===== config.mk =====
export PLATFORM = sky130hd
export DESIGN_NAME = imem_arbiter
export DESIGN_NICKNAME = d
export VERILOG_FILES = /design/src/rtl/imem_arbiter.sv
export SDC_FILE = /design/constraint.sdc
export NUM_CORES = 1
export LEC_CHECK = 0
export CORE_MARGIN = 2
export CORE_UTILIZATION = 27
export DETAILED_ROUTE_END_ITERATION = 7
export PLACE_DENSITY = 0.85
export SYNTH_ARGS = -nofsm -noshare
export SYNTH_HDL_FRONTEND = slang
export SYNTH_SLANG_ARGS = --single-unit

===== constraint.sdc =====
create_clock -name clk -period 2.9 [get_ports clk]
set_input_delay 0.29 -clock clk [delete_from_list [all_inputs] [get_ports clk]]
set_output_delay 0.29 -clock clk [all_outputs]
set_load 0.05 [all_outputs]

===== src/rtl/imem_arbiter.sv =====
// Two-requester arbiter for the single-port instruction memory (fetch vs loader/debug).
// Loader has default priority, and a starvation counter forces a fetch grant after MAX_WAIT denied cycles.
module imem_arbiter #(
    parameter int AW       = 10,
    parameter int DW       = 32,
    parameter int MAX_WAIT = 4
) (
    input  logic          clk,
    input  logic          nrst,
    input  logic          f_req,
    input  logic [AW-1:0] f_addr,
    output logic          f_gnt,
    output logic          f_rvalid,
    output logic [DW-1:0] f_rdata,
    input  logic          l_req,
    input  logic          l_we,
    input  logic [AW-1:0] l_addr,
    input  logic [DW-1:0] l_wdata,
    output logic          l_gnt,
    output logic          l_rvalid,
    output logic [DW-1:0] l_rdata,
    output logic          mem_wea,
    output logic [AW-1:0] mem_addr,
    output logic [DW-1:0] mem_din,
    input  logic [DW-1:0] mem_dout
);

    localparam int CW = (MAX_WAIT < 1) ? 1 : $clog2(MAX_WAIT + 1);

    typedef enum logic [1:0] {
        OWN_NONE  = 2'd0,
        OWN_FETCH = 2'd1,
        OWN_LOAD  = 2'd2
    } owner_e;

    owner_e        owner_q, owner_d;
    logic [CW-1:0] wait_q, wait_d;
    logic          force_f;

    always_ff @(posedge clk) begin
        if (nrst) begin
            owner_q <= OWN_NONE;
            wait_q  <= '0;
        end else begin
            owner_q <= owner_d;
            wait_q  <= wait_d;
        end
    end

    always_comb begin
        force_f  = (wait_q == CW'(MAX_WAIT));
        f_gnt    = 1'b0;
        l_gnt    = 1'b0;
        mem_wea  = 1'b0;
        mem_addr = '0;
        mem_din  = '0;
        owner_d  = OWN_NONE;
        wait_d   = '0;
        f_rvalid = 1'b0;
        l_rvalid = 1'b0;
        f_rdata  = '0;
        l_rdata  = '0;

        f_gnt = !nrst && f_req && (!l_req || force_f);
        l_gnt = !nrst && l_req && !f_gnt;

        if (f_gnt) begin
            mem_addr = f_addr;
        end else if (l_gnt) begin
            mem_addr = l_addr;
            mem_wea  = l_we;
            mem_din  = l_wdata;
        end

        // Writes return nothing, so only reads claim the next-cycle response.
        if (f_gnt) begin
            owner_d = OWN_FETCH;
        end else if (l_gnt && !l_we) begin
            owner_d = OWN_LOAD;
        end

        if (f_req && !f_gnt) begin
            wait_d = force_f ? wait_q : wait_q + CW'(1);
        end

        f_rvalid = (owner_q == OWN_FETCH) && !nrst;
        l_rvalid = (owner_q == OWN_LOAD) && !nrst;
        if (f_rvalid) begin
            f_rdata = mem_dout;
        end
        if (l_rvalid) begin
            l_rdata = mem_dout;
        end
    end

endmodule


==> flow_metrics.py, run 1 <==
metrics = {
    "sta": {
        "rsz0062_at_grt": "false",
        "fin_crit_sh": 0.767,
        "slew_viol_final": 0,
        "tns_ps": 0,
        "finalCriticalPeriod_ps": 2220,
        "setup_viol": 0,
        "slew_headroom": 0.656,
        "finalHoldViolations": 0,
        "worstMarginPinSlew_ps": 516,
        "fmax_ghz": 0.450,
        "clock_skew_ps": 0.0789,
    },
    "route": {
        "drtAntennaViolNets": 0,
        "route.detailed.drc": 0,
        "avgViaCountPerCell": 4.73,
        "dr_total_vias": 2053,
        "wirelength_um": 7940,
        "dr.first_iter.drc_count": 58,
        "firstDrtPassIters": 4,
        "wl_per_cell_um": 18.3,
    },
    "global_route": {
        "grt_max_degree": 34,
        "grt_pass1_wl_um": 12400,
        "first_global_vias": 2196,
        "grt_use_total": 0.262,
        "grt_overflow": 0,
        "antenna_found_initial": 0,
    },
    "die": {
        "start_util": 0.280,
        "core_um2": 5110,
        "die_h_um": 76.8,
        "rows": 26,
        "die_x_um": 76.8,
        "die_area_um2": 5900,
        "ios": 200,
    },
    "synth": {
        "syn_inst": 172,
        "yosys_warnings": 0,
        "synth_cell_types": 21,
        "synth_edf_count": 0,
        "synth-seq-cells": 5,
        "syn_area_per_cell_um2": 8.33,
        "synthArstFlopShare": 0,
        "synth_flop_cell": "dfxtp_1",
        "synth_seq_area_share": 0.0699,
        "synth_nets": 263,
        "synthesis.area_um2": 1430,
    },
    "power_and_ir_drop": {
        "vdd_drop_max_v": 0.000257,
        "p_seq_frac": 0.098,
        "clkPwrFrac": 0.177,
        "p_leak_nw": 1.74,
        "share_comb_of_total_power": 0.725,
        "p_switching_uw": 297,
        "p_int_uw": 447,
        "powerDensity_nw_per_um2": 168,
        "switching_share": 0.399,
    },
    "cts": {
        "clock-sinks": 5,
        "post_cts_buffers": 0,
        "cts_tree": "built",
        "clk_latency_ps": 230,
        "post_cts_resized": 0,
        "htree_levels": 1,
        "ctsLongestPathBuffers": 2,
        "clock-root-buffer": "clkbuf_8",
        "cts-hold-fix-buffers": 0,
        "path_clk_slew_ps": 40,
        "cts_buffers": 3,
    },
    "min_path": {
        "hold_path.class": "flop to flop",
        "holdPathStages": 1,
    },
    "setup_path": {
        "critPathTopFamily": "buffers and inverters",
        "timing.critical_path.cells": "clkdlybuf4s50_1 > nand2b_2 > buf_4 > nor3b_2 > buf_12",
        "crit_cells": 5,
        "path_max_fanout": 19,
        "slowest_stage": "nand2b_2",
        "cp.required_ps": 2610,
        "crit_type": "input pin to output pin",
        "max_stage_delay_ps": 420,
        "worstSetupStartpointType": "input pin",
        "rr_worst_depth": 5,
        "path_buf_inv": 3,
        "crit_path_end_kind": "output pin",
        "worst_ep_arrival_time_ps": 1930,
    },
    "outcome": {
        "status": "finished, final reports clean",
    },
    "final_layout": {
        "final_common_cell": "buf_12",
        "diodes": 0,
        "syn2layout_area_growth_pct": 210,
        "final_cell_mix": "buf_12 (100), clkdlybuf4s50_1 (88), and2_1 (64)",
        "fillCellCount": 258,
        "drive_above_1_share": 0.434,
        "final_area_um2": 4440,
        "nets": 456,
    },
    "placement": {
        "place.gp.congestion": 0.735,
        "dpl.hpwl_um": 6910,
        "dpl_cell_area_um2": 4390,
        "numPortBuffers": 199,
    },
    "flow_run": {
        "maxCapViolCount": 0,
    },
}
## path summary, 6_finish.rpt
| check | start | endpoint | slack, ps |
|---|---|---|---|
| worst max register to register | wait_q[0] | owner_q[1] | 1460 |
| worst min-delay path | wait_q[0] | wait_q[0] | 460 |
| worst max-delay path | nrst | mem_din[17] | 680 |
| worst min register to register | wait_q[0] | wait_q[0] | 460 |
## cell usage after synthesis, types with 3 or more instances
cell type / n / area [µm²]
nor3b_1: 6 / 45.0
and2_1: 64 / 400
nand2b_1: 3 / 18.8
buf_4: 3 / 22.5
clkbuf_1: 4 / 15.0
nor3b_2: 28 / 350
nand3b_1: 20 / 150
dfxtp_1: 5 / 100
buf_6: 10 / 113
inv_1: 3 / 11.3
nor2_1: 3 / 11.3
o22ai_1: 10 / 62.6
buf_2: 3 / 15.0
## per-stage QoR
stage	instances	power (mW)	setup slack (ps)	utilization	hold slack (ps)
2_1_floorplan	172	0.310	548	-	360
3_3_place_gp	430	0.599	728	0.860	442
3_5_place_dp	430	0.614	671	0.860	463
4_1_cts	434	0.749	661	0.869	468
5_1_grt	434	0.774	566	0.869	497
6_report	434	0.744	676	0.869	460
## logic make-up after synthesis
group,Yosys count,synth area share
AO/OA/AOI/OAI,12,0.0576
adder cells (fa/ha/maj),2,0.0175
buffers and inverters,23,0.123
flip-flops,5,0.0699
AND/OR/NAND/NOR,130,0.732
## metal layers
metal | track usage | vias to the layer above | wire length, µm
met4 | 0.0727 | 0 | 175
met3 | 0.0635 | 14 | 562
met2 | 0.538 | 110 | 4590
li1 | - | 969 | -
met5 | 0 | - | 0
met1 | 0.254 | 960 | 2620
## layout make-up
| cell class | count | area [µm²] | share of cell area |
|---|---|---|---|
| inverter | 3 | 11.3 | 0.00254 |
| timing repair buffer | 208 | 3030 | 0.684 |
| multi-input combinational | 144 | 1160 | 0.261 |
| sequential | 5 | 100 | 0.0226 |
| clock buffer | 4 | 45.0 | 0.0102 |
| tap | 70 | 87.6 | 0.0197 |
## state kept, by name (all words and copies together) (netlist names)
signal,cells
wait_q,3
owner_q,2
## power groups by stage
stage | sequential, mW | clock, mW | combinational (mW)
5_1_grt | 0.0731 | 0.141 | 0.560
3_3_place_gp | 0.0736 | 0 | 0.526
6_report | 0.0728 | 0.132 | 0.539
2_1_floorplan | 0.0735 | 0 | 0.237
3_5_place_dp | 0.0738 | 0 | 0.540
4_1_cts | 0.0728 | 0.135 | 0.542
Note: power is estimated with default switching activity, not from simulation.
==> run 2: changes to the inputs <==
- CORE_UTILIZATION: 27 -> 22
- PLACE_DENSITY: 0.85 -> 0.73
- clock period: 2.9 -> 1.9 ns (I/O delays scaled with it)
==> run 2 against run 1 <==
Net effect: hold slack better by 45 ps; setup slack worse by 600 ps; via count up 0.15%; sequential power up 52%; highest routed layer unchanged; largest cell class unchanged; cell count up 4.4%.
==> flow_metrics.py, run 2 (synthesized netlist as in run 1, its figures left out) <==
metrics = {
    "final_layout": {
        "regMostFlops": "wait_q",
        "syn2layout_area_growth_pct": 240,
        "diodes": 0,
        "final_common_cell": "buf_12",
        "fillCellCount": 408,
        "finalCoreUtilization": 0.772,
        "multi_input_area_um2": 1430,
        "final_area_um2": 4870,
        "largest_registers": "wait_q x3, owner_q x2",
        "nets": 468,
        "largest_reg_flops": 3,
        "drive_above_1_share": 0.492,
        "seq_area_um2": 103,
        "final_cell_mix": "buf_12 (103), clkdlybuf4s50_1 (88), and2_1 (64)",
    },
    "sta": {
        "slew_headroom": 0.727,
        "finalHoldViolations": 0,
        "clock_skew_ps": 1.61,
        "rsz0062_at_grt": "false",
        "finalCriticalPeriod_ps": 1830,
        "fmax_ghz": 0.547,
        "setup_viol": 0,
        "tns_ps": 0,
        "fin_crit_sh": 0.962,
        "slew_viol_final": 0,
        "setup_slack_ps": 72.6,
        "worstMarginPinSlew_ps": 409,
    },
    "die": {
        "die_area_um2": 7170,
        "rows": 29,
        "core_um2": 6310,
        "ios": 200,
        "start_util": 0.227,
        "die_x_um": 84.7,
        "die_h_um": 84.7,
    },
    "cts": {
        "path_clk_slew_ps": 30,
        "cts_tree": "built",
        "clock-sinks": 5,
        "htree_levels": 1,
        "clk_latency_ps": 220,
        "clock-root-buffer": "clkbuf_8",
        "cts_buffers": 3,
        "ctsLongestPathBuffers": 2,
    },
    "setup_path": {
        "crit_path_end_kind": "output pin",
        "worstReg2RegEnd": "wait_q[2]",
        "critPathCapture": "l_rdata[22]",
        "ff2ff_setup_slack_ps": 560,
        "crit_type": "input pin to output pin",
        "r2r_start": "wait_q[0]",
        "path_max_fanout": 28,
        "cp.required_ps": 1710,
        "rr_worst_depth": 4,
        "setup.worst_path.start": "nrst",
        "worstSetupStartpointType": "input pin",
        "worst_ep_arrival_time_ps": 1640,
    },
    "outcome": {
        "status": "finished, final reports clean",
    },
    "placement": {
        "place.gp.congestion": 0.783,
        "place_ws_ps": 71.4,
        "dpl_cell_area_um2": 4750,
        "dpl.hpwl_um": 6460,
        "numPortBuffers": 199,
    },
    "global_route": {
        "antenna_found_initial": 0,
        "first_global_vias": 2047,
        "grt_overflow": 0,
        "grt_use_total": 0.197,
        "grt_max_degree": 34,
        "grt_pass1_wl_um": 11300,
    },
    "min_path": {
        "hold_path.class": "flop to flop",
    },
    "power_and_ir_drop": {
        "p_total_mw": 1.19,
        "powerDensity_nw_per_um2": 245,
        "vdd_drop_max_v": 0.000288,
        "p_leak_nw": 1.87,
    },
    "route": {
        "wirelength_um": 7430,
        "route.detailed.drc": 0,
        "wl_per_cell_um": 16.4,
        "dr.first_iter.drc_count": 39,
        "dr_total_vias": 2056,
        "drtAntennaViolNets": 0,
        "firstDrtPassIters": 4,
        "avgViaCountPerCell": 4.54,
    },
    "flow_run": {
        "maxCapViolCount": 0,
    },
}
[run 2: where the power goes]
group / total, mW / switching, mW / internal, mW / leakage, nW
registers: 0.111 / 0.00220 / 0.109 / 0.0417
logic: 0.884 / 0.408 / 0.476 / 1.80
clock network: 0.198 / 0.0541 / 0.144 / 0.0228
total: 1.19 / 0.464 / 0.729 / 1.87
[run 2: worst max-delay path: stages]
cell and delay [ps]:
clkdlybuf4s50_1 470, buf_4 190, nor3b_4 250, buf_12 190, and2_1 190, buf_12 150
[run 2: metal layers]
metal | up-vias | track usage | wire [µm]
li1 | 996 | - | -
met1 | 938 | 0.201 | 2570
met2 | 109 | 0.407 | 4260
met3 | 13 | 0.0246 | 438
met4 | 0 | 0.0606 | 158
met5 | - | 0 | 0
[run 2: repair_timing]
action	CTS	global route
setup buffers	1	1
setup endpoints to repair	38	41
resized for setup	4	5
hold buffers	0	0
gates cloned	1	1
pin swaps	7	5
[run 2: area by class of cell]
type	count	share of cell area
Clock buffer	4	0.00924
Inverter	3	0.00231
Multi-Input combinational cell	145	0.294
Sequential cell	5	0.0210
Tap cell	77	0.0198
Timing Repair Buffer	219	0.653
[run 2: worst min path at each step]
stage | startpoint | to | slack, ps | depth (start not counted)
global placement | wait_q[0] | wait_q[0] | 440 | 1
finish | wait_q[0] | wait_q[0] | 500 | 2
global route | wait_q[0] | wait_q[0] | 520 | 2
floorplan | l_we | owner_q[1] | 260 | 1
detailed placement | wait_q[0] | wait_q[0] | 460 | 1
CTS | wait_q[0] | wait_q[0] | 440 | 1
[run 2: through the flow]
step / instances / hold WS, ps
final: 453 / 505
after CTS: 451 / 438
after detailed placement: 445 / 462
after global routing: 453 / 521
after floorplan: 172 / 260
after global placement: 445 / 444
==> run 3: changes to the inputs <==
- SLEW_MARGIN: not set -> 40
==> results of run 3 <==
Final layout, timing and power as in run 2 (identical DEF).
